File: src/rtl/output_drain_pkg.sv
// Shared definitions for the output-buffer drain: FSM encoding, ring depth
// and the width helpers that the buffer and the drain must agree on.
package output_drain_pkg;

  // Tiles held by the output buffer's write ring.
  localparam int NUM_TILES = 4;

  // Drain FSM encoding.
  localparam logic [1:0] ST_IDLE = 2'd0;
  localparam logic [1:0] ST_RD   = 2'd1;
  localparam logic [1:0] ST_LAT  = 2'd2;
  localparam logic [1:0] ST_TX   = 2'd3;

  // Element width of an accumulated result (9 bits at 3x3 with 8-bit operands).
  function automatic int calc_output_width(input int matrix_size, input int input_width);
    return $clog2(matrix_size * (2 ** input_width)) - 1;
  endfunction

  // Row-address width covering NUM_TILES tiles of matrix_size rows.
  function automatic int calc_addr_width(input int matrix_size);
    return $clog2((matrix_size * matrix_size) << 2);
  endfunction

endpackage

File: src/rtl/output_drain_if.sv
// Result-row stream from the drain toward the DDR write path.
//
// Handshake: a beat transfers on every rising clk edge where m_valid and
// m_ready are both high. Once m_valid is raised, m_data, m_addr and m_last
// hold their values and m_valid stays high until that transfer happens.
// m_valid never depends combinationally on m_ready.
interface output_drain_if #(
  parameter int DATA_W = 27,
  parameter int ADDR_W = 32
);
  logic              m_valid;
  logic              m_ready;
  logic [DATA_W-1:0] m_data;
  logic [ADDR_W-1:0] m_addr;
  logic              m_last;

  modport master (
    output m_valid,
    output m_data,
    output m_addr,
    output m_last,
    input  m_ready
  );

  modport slave (
    input  m_valid,
    input  m_data,
    input  m_addr,
    input  m_last,
    output m_ready
  );
endinterface

File: src/rtl/output_drain_pending_ctr.sv
// Count of completed tiles waiting to be drained, with a sticky overflow flag
// for completions that arrive while the count is already at ring depth.
module drain_pending_ctr #(
  parameter int NUM_TILES = 4
) (
  input  logic       clk,
  input  logic       reset_n,
  input  logic       inc,       // tile-complete event
  input  logic       dec,       // drain starts a tile at row 0
  output logic [2:0] count,
  output logic       overflow
);

  localparam logic [2:0] FULL_COUNT = 3'(NUM_TILES);

  logic inc_ok;
  logic inc_drop;

  // An event that finds the counter full is dropped rather than wrapping.
  always_comb begin
    inc_ok   = inc && (count != FULL_COUNT);
    inc_drop = inc && (count == FULL_COUNT);
  end

  // Increment and decrement in the same cycle cancel out.
  always_ff @(posedge clk or negedge reset_n) begin
    if (!reset_n) begin
      count    <= 3'd0;
      overflow <= 1'b0;
    end else begin
      if (inc_ok && !dec) begin
        count <= count + 3'd1;
      end else if (!inc_ok && dec && (count != 3'd0)) begin
        count <= count - 3'd1;
      end
      if (inc_drop) begin
        overflow <= 1'b1;
      end
    end
  end

endmodule

File: src/rtl/output_drain.sv
// Read-side drain of the systolic-array output buffer: waits for a full tile,
// reads its rows through the buffer's registered read port and streams them
// out with their DDR word addresses.
module output_drain
  import output_drain_pkg::*;
#(
  parameter int MATRIX_SIZE    = 3,
  parameter int INPUT_WIDTH    = 8,
  parameter int ADDR_WIDTH     = calc_addr_width(MATRIX_SIZE),
  parameter int OUTPUT_WIDTH   = calc_output_width(MATRIX_SIZE, INPUT_WIDTH),
  parameter int DDR_ADDR_WIDTH = 32
) (
  input  logic                                clk,
  input  logic                                reset_n,
  input  logic [DDR_ADDR_WIDTH-1:0]           base_addr,
  input  logic [MATRIX_SIZE-1:0]              is_full,
  output logic                                read_en,
  output logic [ADDR_WIDTH-1:0]               read_addr,
  input  logic [MATRIX_SIZE*OUTPUT_WIDTH-1:0] qk_result_read,
  output_drain_if.master                      m,
  output logic                                busy,
  output logic                                overflow,
  output logic [1:0]                          state_dbg
);

  localparam int ROW_W  = (MATRIX_SIZE > 1) ? $clog2(MATRIX_SIZE) : 1;
  localparam int TILE_W = $clog2(NUM_TILES);
  localparam logic [ROW_W-1:0]  LAST_ROW  = ROW_W'(MATRIX_SIZE - 1);
  localparam logic [TILE_W-1:0] LAST_TILE = TILE_W'(NUM_TILES - 1);

  logic [1:0]                          state;
  logic [1:0]                          state_n;
  logic [ROW_W-1:0]                    row;
  logic [TILE_W-1:0]                   tile;
  logic [DDR_ADDR_WIDTH-1:0]           base_q;
  logic [MATRIX_SIZE*OUTPUT_WIDTH-1:0] data_q;
  logic                                full_d;
  logic [2:0]                          pend_count;
  logic                                tile_evt;
  logic                                go;
  logic                                last_row;
  logic                                accept;
  logic                                enter_rd0;
  logic [DDR_ADDR_WIDTH-1:0]           row_off;

  // Tile-complete detection: rising edge of the all-columns-full level.
  always_comb begin
    tile_evt  = (&is_full) && !full_d;
    go        = (pend_count != 3'd0) || tile_evt;
    last_row  = (row == LAST_ROW);
    accept    = (state == ST_TX) && m.m_ready;
    enter_rd0 = ((state == ST_IDLE) && go) || (accept && last_row && go);
    row_off   = DDR_ADDR_WIDTH'(tile) * DDR_ADDR_WIDTH'(MATRIX_SIZE)
              + DDR_ADDR_WIDTH'(row);
  end

  drain_pending_ctr #(
    .NUM_TILES (NUM_TILES)
  ) u_pending (
    .clk      (clk),
    .reset_n  (reset_n),
    .inc      (tile_evt),
    .dec      (enter_rd0),
    .count    (pend_count),
    .overflow (overflow)
  );

  // Next-state logic: one read, one latency cycle, then hold until accepted.
  always_comb begin
    state_n = state;
    case (state)
      ST_IDLE: if (go) state_n = ST_RD;
      ST_RD:   state_n = ST_LAT;
      ST_LAT:  state_n = ST_TX;
      ST_TX: begin
        if (m.m_ready) begin
          if (!last_row)  state_n = ST_RD;
          else if (go)    state_n = ST_RD;
          else            state_n = ST_IDLE;
        end
      end
      default: state_n = ST_IDLE;
    endcase
  end

  // State, row/tile position, latched base address and the captured row.
  always_ff @(posedge clk or negedge reset_n) begin
    if (!reset_n) begin
      state  <= ST_IDLE;
      row    <= '0;
      tile   <= '0;
      base_q <= '0;
      data_q <= '0;
      full_d <= 1'b0;
    end else begin
      state  <= state_n;
      full_d <= &is_full;
      if ((state == ST_IDLE) && go) begin
        base_q <= base_addr;
      end
      if (state == ST_LAT) begin
        data_q <= qk_result_read;
      end
      if (accept) begin
        if (last_row) begin
          row  <= '0;
          tile <= (tile == LAST_TILE) ? '0 : tile + 1'b1;
        end else begin
          row <= row + 1'b1;
        end
      end
    end
  end

  // Outputs are decoded from registered state so they are glitch-free and
  // stable for the whole TX hold.
  always_comb begin
    read_en   = (state == ST_RD);
    read_addr = (state == ST_RD) ? ADDR_WIDTH'(row_off) : '0;
    m.m_valid = (state == ST_TX);
    m.m_data  = data_q;
    m.m_addr  = base_q + row_off;
    m.m_last  = (state == ST_TX) && last_row;
    busy      = (state != ST_IDLE);
    state_dbg = state;
  end

endmodule

File: src/flat_wrapper.sv
// flat-port wrapper written by rule: the top's interface ports become plain ports
module output_drain_flat import output_drain_pkg::*;
#(
  parameter int MATRIX_SIZE    = 3,
  parameter int INPUT_WIDTH    = 8,
  parameter int ADDR_WIDTH     = calc_addr_width(MATRIX_SIZE),
  parameter int OUTPUT_WIDTH   = calc_output_width(MATRIX_SIZE, INPUT_WIDTH),
  parameter int DDR_ADDR_WIDTH = 32
)
  (clk, reset_n, base_addr, is_full, read_en, read_addr, qk_result_read, busy, overflow, state_dbg, m_m_valid, m_m_data, m_m_addr, m_m_last, m_m_ready);
  output_drain_if #(.DATA_W(((3) * (9))), .ADDR_W((32))) m_i ();
  input  logic clk;
  input  logic reset_n;
  input  logic [DDR_ADDR_WIDTH-1:0] base_addr;
  input  logic [MATRIX_SIZE-1:0] is_full;
  output logic read_en;
  output logic [ADDR_WIDTH-1:0] read_addr;
  input  logic [MATRIX_SIZE*OUTPUT_WIDTH-1:0] qk_result_read;
  output logic busy;
  output logic overflow;
  output logic [1:0] state_dbg;
  output wire logic [$bits(m_i.m_valid)-1:0] m_m_valid;
  output wire logic [$bits(m_i.m_data)-1:0] m_m_data;
  output wire logic [$bits(m_i.m_addr)-1:0] m_m_addr;
  output wire logic [$bits(m_i.m_last)-1:0] m_m_last;
  input wire logic [$bits(m_i.m_ready)-1:0] m_m_ready;
  assign m_m_valid = m_i.m_valid;
  assign m_m_data = m_i.m_data;
  assign m_m_addr = m_i.m_addr;
  assign m_m_last = m_i.m_last;
  assign m_i.m_ready = m_m_ready;
  output_drain #(.MATRIX_SIZE(MATRIX_SIZE), .INPUT_WIDTH(INPUT_WIDTH), .ADDR_WIDTH(ADDR_WIDTH), .OUTPUT_WIDTH(OUTPUT_WIDTH), .DDR_ADDR_WIDTH(DDR_ADDR_WIDTH)) u_core (.clk(clk), .reset_n(reset_n), .base_addr(base_addr), .is_full(is_full), .read_en(read_en), .read_addr(read_addr), .qk_result_read(qk_result_read), .m(m_i), .busy(busy), .overflow(overflow), .state_dbg(state_dbg));
endmodule
File: config.mk
export PLATFORM = sky130hd
export DESIGN_NAME = output_drain_flat
export DESIGN_NICKNAME = d
export VERILOG_FILES = /design/src/rtl/output_drain_pkg.sv /design/src/rtl/output_drain_if.sv /design/src/rtl/output_drain_pending_ctr.sv /design/src/rtl/output_drain.sv /design/src/flat_wrapper.sv
export SDC_FILE = /design/constraint.sdc
export NUM_CORES = 1
export LEC_CHECK = 0
export CAP_MARGIN = 10
export CORE_UTILIZATION = 49
export CTS_CLUSTER_SIZE = 20
export DETAILED_ROUTE_END_ITERATION = 7
export MAX_ROUTING_LAYER = met4
export PLACE_DENSITY = 0.86
export REMOVE_ABC_BUFFERS = 1
export SLEW_MARGIN = 25
export SYNTH_ARGS = -nofsm -noshare
export SYNTH_HDL_FRONTEND = slang
export SYNTH_SLANG_ARGS = --single-unit
File: constraint.sdc
create_clock -name clk -period 7.6 [get_ports clk]
set_input_delay 1.9 -clock clk [delete_from_list [all_inputs] [get_ports clk]]
set_output_delay 1.9 -clock clk [all_outputs]
set_load 0.005 [all_outputs]
==> metrics.md, run 1 <==
| Metric | Value |
|---|---|
| Die width | 90.9 um |
| Number of synthesized flops with an enable pin | 0 |
| Global Route Usage Sum | 24.6% |
| Crit-path cells | inv_1, fa_1, inv_1, ha_1, inv_1, fa_1, inv_1, ha_1, nand3b_1, a211oi_1, nand4_1, xnor2_1, clkdlybuf4s50_1 |
| Met3 usage | 8.84% |
| Postcts setup bufs | 0 |
| Synth Cell Area | a little under 4000 um2 |
| Sequential share of the synthesized area | between 40% and 50% |
| Routed vias/inst | between 5 and 6 |
| Die area | 8250 um2 |
| Vias in the first global route | 3,292 |
| RSZ-0062 raised after global routing | no |
| CTS Hold Bufs | 0 |
| Placed cell areas | between 5000 and 6000 um2 |
| CP Capture Type | primary output |
| Worst hold slack | approximately 0.49 ns |
| CP most frequent cell | inv_1 |
| Syn_area_per_cell | 11.7 um2 |
| Slew headroom | between 40% and 50% |
| Status | completed |
| Crit-path max cell delay | 0.58 ns |
| Clk root buf | clkbuf_8 |
| Total power after layout | about 2.7 mW |
| Placement Rows | 32 |
| Max-Cap Viols | 0 |
| Total number of H-tree levels | 3 |
| Initial antenna violation count | 0 |
| Critical path buffer and inverter count | 5 |
| Met2 GRT Util | around two fifths |
| Filler Cells Inserted | approximately 600 |
| Crit path launch type | flop |
| Starting Density | 50.3% |
| Leak | roughly 2.3 nW |
| Via count | 3,076 |
| Seq cells post-synth | 70 |
| Finished Cell Area | 5470 um2 |
| Distinct cells, synth | 54 |
| Clk_lat worst skew | 0.37 ns |
| Final Max Tran Viols | 0 |
| Setup TNS | 0 ns |
| Die Height | 90.9 um |
| Most frequent cell after synthesis | dfrtp_1 |
| Final setup violation count | 0 |
| Top cell types by occurrence after synthesis | 70 x dfrtp_1, 59 x mux2_2, 19 x inv_1 |
| DRT Wirelength | 9.34 mm |
| ANT nets after route | 0 |
| Largest delay share family, worst path | adder cells |
| CP arrival | between 4 and 5 ns |
| Setup Skew | roughly 0.008 ns |
| Busiest grt layer | met2 |
| CTS max path bufs | 2 |
| Final worst-path setup slack | between 1.5 and 2 ns |
| CTS Sinks | 70 |
| F_max | 167 MHz |
| TritonCTS Buffers | 9 |
| Max VDD drop | between 0.3 and 0.4 mV |
| Layout cell share with drive strength beyond 1 | 19.2% |
| # diodes | 0 |
| Post-synth top area share | 45.3% |
| Largest net degree at the start of global routing | 71 |
| CP max FO | 5 |
| I/O Pins | 137 |
| I/O Buffers | 134 |
| Minimum clock period | 5.97 ns |
| Worst min path class | flop to flop |
| Core ar. | 7690 um2 |
| Hold Vio Cnt, Final | 0 |
| Post-CTS sizing | 0 |
| DR pass1 iterations | 4 |
| Overflow after GRT | 0 |
| Worst Max-Slew Pin Slew | 0.900 ns |
| Clock-pin transition on the worst setup and hold timing paths | around 0.080 ns |
| Top cells by area, synth | dfrtp_1 45%, mux2_2 17%, ha_1 4.2% |
| Pwr dens | 501 nW/um2 |
| Ys flop type | dfrtp_1 |
| Data required, critical path | 5.70 ns |
| Core Util, Final | between 70% and 80% |
| CTS tree | built |
| Async set or reset register ratio after synthesis | 100% |
| First-pass GRT wire length | 15.4 mm |
| Residual DRC | 0 |
| WS Path Type | flop to primary output |
| DP HPWL | slightly below 7 mm |
| Post-Place Cells | 555 |
| Area Growth Syn to Fin | 41.4% |
| Met1 usage in global routing | 28.6% |
| Yosys warning total | 0 |
| Non-Filler Instances | 571 |
| Post-Syn Instances | 330 |
| DRT iter0 DRCs | 76 |
| Routability cong. | 0.819 |
| Dpl ws | 1.99 ns |
| Final nets | 546 |
| Area leader, netlist | dfrtp_1 |
| Tcrit/Tclk final | about 79% |
| DR WL/cell | 16.4 um |
| Crit path max-delay cell type | a211oi_1 |
power breakdown:
| group | internal, mW | switching (mW) | leakage (nW) |
|---|---|---|---|
| clock network | 0.156 | 0.161 | 0.0944 |
| registers | 0.567 | 0.189 | 0.821 |
| logic | 0.981 | 0.685 | 1.34 |
| total | 1.70 | 1.03 | 2.26 |
layout make-up:
cell class	instances	area, um2	share of cell area [%]
clock inverter	7	81.3	1.49
sequential	70	1750	32.0
inverter	19	71.3	1.30
timing repair buffer	137	1360	24.8
clock buffer	9	124	2.26
multi-input combinational	227	1960	35.8
tap	102	128	2.33
layout by cell type, fill, tap and decap left out, drive strengths merged, types with 7 or more instances in the layout:
cell type	Yosys	final
xor2	18	18
ha	13	13
dfrtp	70	70
mux2	60	60
nor4	8	8
inv	19	22
xnor2	12	12
and2	8	8
nor3	8	8
nand3	9	9
clkdlybuf4s50	0	133
a21oi	7	7
clkbuf	5	9
nand2	16	16
nand4	11	11
logic make-up after synthesis:
logic type               count (synthesis)  synth area share [%]
AND/OR/NAND/NOR                         91                  15.1
AO/OA/AOI/OAI                           27                  4.69
XOR/XNOR                                30                  6.79
other                                    1                0.0969
buffers and inverters                   34                  4.33
adder cells (fa/ha/maj)                 17                  6.27
multiplexers                            60                  17.5
flip-flops                              70                  45.3
final timing paths:
kind | from | to | slack [ns] | depth (start not counted)
max in group asynchronous | reset_n | u_core.base_q[15]$_DFFE_PN0P_ | 5.26 | 2
min in group asynchronous | reset_n | u_core.state_dbg[1]$_DFFE_PN0P_ | 1.73 | 2
hold reg to reg | u_core.u_pending.overflow$_DFFE_PN0P_ | u_core.u_pending.overflow$_DFFE_PN0P_ | 0.49 | 1
setup reg to reg | u_core.state_dbg[0]$_DFFE_PN0P_ | u_core.u_pending.count[1]$_DFFE_PN0P_ | 5.02 | 7
setup / recovery | u_core.tile[1]$_DFFE_PN0P_ | m_m_addr[26] | 1.63 | 13
hold / removal | u_core.u_pending.overflow$_DFFE_PN0P_ | u_core.u_pending.overflow$_DFFE_PN0P_ | 0.49 | 1
metal layers:
layer | vias to the layer above | wire length [um]
li1 | 1442 | -
met1 | 1503 | 4010
met2 | 116 | 4460
met3 | 15 | 690
met4 | 0 | 184
met5 | - | 0
state kept, by name, summed over array words and instances (netlist names):
register,flops
u_core.state_dbg,2
u_core.base_q,32
u_core.u_pending.count,3
u_core.m.m_data,27
u_core.row,2
u_core.tile,2
u_core.u_pending.overflow,1
u_core.full_d,1
Power figures use the tool's default switching activity.
==> inputs of run 2 (changes only) <==
--- a/config.mk
+++ b/config.mk
@@ -6,11 +6,11 @@
 export NUM_CORES = 1
 export LEC_CHECK = 0
 export CAP_MARGIN = 10
-export CORE_UTILIZATION = 49
+export CORE_UTILIZATION = 41
 export CTS_CLUSTER_SIZE = 20
 export DETAILED_ROUTE_END_ITERATION = 7
 export MAX_ROUTING_LAYER = met4
-export PLACE_DENSITY = 0.86
+export PLACE_DENSITY = 0.77
 export REMOVE_ABC_BUFFERS = 1
 export SLEW_MARGIN = 25
 export SYNTH_ARGS = -nofsm -noshare
==> constraint.sdc (replaced) <==
create_clock -name clk -period 5.3 [get_ports clk]
set_input_delay 1.325 -clock clk [delete_from_list [all_inputs] [get_ports clk]]
set_output_delay 1.325 -clock clk [all_outputs]
set_load 0.005 [all_outputs]
==> run 2 against run 1 <==
Compared with the run above:
- utilization fell by 10 points
- worst hold slack better by 0.0097 ns
- sequential share of layout area is 0.85 points lower
- via count shrank 0.72%
- non-clock buffer count increased by 5
==> metrics.md, run 2 (synthesis gave the netlist of run 1 again) <==
| Metric | Value |
|---|---|
| CP Capture Type | primary output |
| First-pass GRT wire length | 14.7 mm (-5.1%) |
| Hold depth | 1 (unchanged) |
| DP HPWL | 6.77 mm (-0.31%) |
| Worst hold path startpoint | u_core.u_pending.overflow$_DFFE_PN0P_ |
| Final Max Tran Viols | 0 (unchanged) |
| Total number of H-tree levels | 3 (unchanged) |
| Setup Skew | 0.0107 ns (+0.00287 ns) |
| Commonest non-fill, non-tap cell in the layout | clkdlybuf4s50_1 |
| Final worst-path setup slack | 0.184 ns (-1.44 ns) |
| Core ar. | 9200 um2 (+20%) |
| Clk root buf | clkbuf_8 |
| Hold Vio Cnt, Final | 0 (unchanged) |
| Reg2reg end | u_core.u_pending.count[1]$_DFFE_PN0P_ |
| RSZ-0062 raised after global routing | yes |
| I/O Buffers | 134 (unchanged) |
| Leak | 2.41 nW (+6.5%) |
| Die width | 99.1 um (+9.1%) |
| Starting Density | 42.1% (-8.3 points) |
| Status | completed |
| # diodes | 0 (unchanged) |
| DRT iter0 DRCs | 88 (+16%) |
| CTS tree | built |
| Max VDD drop | 0.357 mV (+1.0%) |
| Max-Cap Viols | 0 (unchanged) |
| Filler Cells Inserted | 730 (+22%) |
| Data required, critical path | 3.97 ns (-1.73 ns) |
| Area Growth Syn to Fin | 45.2% |
| CP max FO | 7 (+2) |
| I/O Pins | 137 (unchanged) |
| Routability cong. | 0.816 (-0.39%) |
| Reg2Reg Depth | 7 (unchanged) |
| TritonCTS Buffers | 9 (unchanged) |
| Reg2Reg Setup Slack | 2.82 ns (-2.20 ns) |
| Pwr dens | 723 nW/um2 (+44%) |
| Register area | 1750 um2 (unchanged) |
| Max reg flops | 32 (unchanged) |
| Slew headroom | 33.9% (-6.1 points) |
| Die area | 9830 um2 (+19%) |
| Minimum clock period | between 5 and 6 ns |
| Worst Max-Slew Pin Slew | 0.991 ns (+0.0915 ns) |
| Vias in the first global route | 3,073 (-6.7%) |
| Via count | 3,054 (-0.72%) |
| DR WL/cell | 15.9 um (-2.7%) |
| Hold EP | u_core.u_pending.overflow$_DFFE_PN0P_ |
| ANT nets after route | 0 (unchanged) |
| Placement Rows | 35 (+9.4%) |
| Biggest register | u_core.base_q |
| Overflow after GRT | 0 (unchanged) |
| Residual DRC | 0 (unchanged) |
| Final setup violation count | 0 (unchanged) |
| Routed vias/inst | 5.22 (-3.1%) |
| Dpl ws | 0.438 ns (-1.55 ns) |
| CTS max path bufs | 2 (unchanged) |
| Layout cell share with drive strength beyond 1 | 21.7% (+2.5 points) |
| Most frequent cells in the layout | 128 x clkdlybuf4s50_1, 70 x dfrtp_1, 59 x mux2_2, 18 x xor2_1, 17 x inv_1 |
| F_max | 195 MHz |
| Tcrit/Tclk final | ~97% |
| CP arrival | 3.79 ns (-0.28 ns) |
| Die Height | 99.1 um (+9.1%) |
| DRT Wirelength | 9.31 mm (-0.29%) |
| DR pass1 iterations | 4 (unchanged) |
| Final nets | 551 (+0.92%) |
| Initial antenna violation count | 0 (unchanged) |
| Footprint of the multi-input gates | 2060 um2 (+5.4%) |
| Global Route Usage Sum | 19.6% (-5.0 points) |
| Largest net degree at the start of global routing | 43 (-39%) |
| Worst hold slack | 0.499 ns (+0.00965 ns) |
| Crit path launch type | flop |
| CTS Sinks | 70 (unchanged) |
| Worst r2r src | u_core.state_dbg[0]$_DFFE_PN0P_ |
| Worst min path class | flop to flop |
| Clk_lat worst skew | 0.35 ns (-0.02 ns) |
| Clock-pin transition on the worst setup and hold timing paths | 0.08 ns (about the same) |
| WS Path Type | flop to primary output |
==> run 2: changes by cell type in the layout (fill, tap and decap cells not counted), moves of 3 or more <==
cell             before  now
buf_4                 3    6
dlymetal6s2s_1        0    5
nor4_2                5    0
clkdlybuf4s50_1     133  128
nor4_4                0    7
clkinv_4              0    3
==> run 2: worst max-delay path: stages, from the launching register on <==
cell             delay (ns)
dfrtp_1                0.41
inv_2                  0.10
fa_1                   0.42
inv_1                  0.07
ha_1                   0.14
inv_1                  0.05
fa_1                   0.51
inv_2                  0.06
ha_1                   0.30
a21o_1                 0.18
a21oi_4                0.09
buf_8                  0.16
nor4_4                 0.28
xor2_1                 0.16
clkdlybuf4s50_1        0.52
==> run 2: worst max-delay path by stage <==
stage          slack [ns]  depth (start not counted)      endpoint                       start
6_report             0.18                         14  m_m_addr[21]  u_core.tile[1]$_DFFE_PN0P_
5_1_grt             -0.02                         14  m_m_addr[30]  u_core.tile[0]$_DFFE_PN0P_
4_1_cts              0.02                         13  m_m_addr[18]  u_core.tile[0]$_DFFE_PN0P_
3_5_place_dp         0.44                         13  m_m_addr[18]   u_core.row[1]$_DFFE_PN0P_
3_3_place_gp         0.53                         14  m_m_addr[19]   u_core.row[1]$_DFFE_PN0P_
2_1_floorplan        0.74                         12  m_m_addr[17]  u_core.tile[0]$_DFFE_PN0P_
==> run 2: final cells by class <==
type / count / area share, %
Timing Repair Buffer: 142 / 25.3
Clock inverter: 7 / 0.913
Inverter: 19 / 1.27
Tap cell: 111 / 2.47
Clock buffer: 9 / 2.20
Multi-Input combinational cell: 227 / 36.7
Sequential cell: 70 / 31.2
==> run 2: report_power, final <==
part | switching (mW) | internal, mW | leakage [nW] | total (mW)
Combinational | 1.08 | 1.51 | 1.50 | 2.60
Sequential | 0.266 | 0.813 | 0.821 | 1.08
Clock | 0.216 | 0.170 | 0.0852 | 0.386
Total | 1.57 | 2.50 | 2.41 | 4.06
==> run 2: metal layers <==
| layer | GRT usage [%] | wire length (um) |
|---|---|---|
| met5 | - | 0 |
| met4 | 6.79 | 141 |
| met2 | 31.0 | 4460 |
| met3 | 4.15 | 578 |
| met1 | 25.1 | 4130 |
==> run 2: timing repair <==
item / CTS / global route
resized for setup: 0 / 26
setup endpoints to repair: 0 / 23
hold buffers: 0 / 0
buffers inserted: 0 / 3
==> run 2: metrics by stage <==
step	instances	area, um2	power (mW)	utilization, %	setup TNS [ns]
2_1_floorplan	316	3780	2.27	-	0
3_3_place_gp	565	5280	3.38	57.4	0
3_5_place_dp	565	5280	3.47	57.5	0
4_1_cts	581	5460	3.88	59.4	0
5_1_grt	585	5620	4.36	61.1	-0.0591
6_report	585	5620	4.06	61.1	0
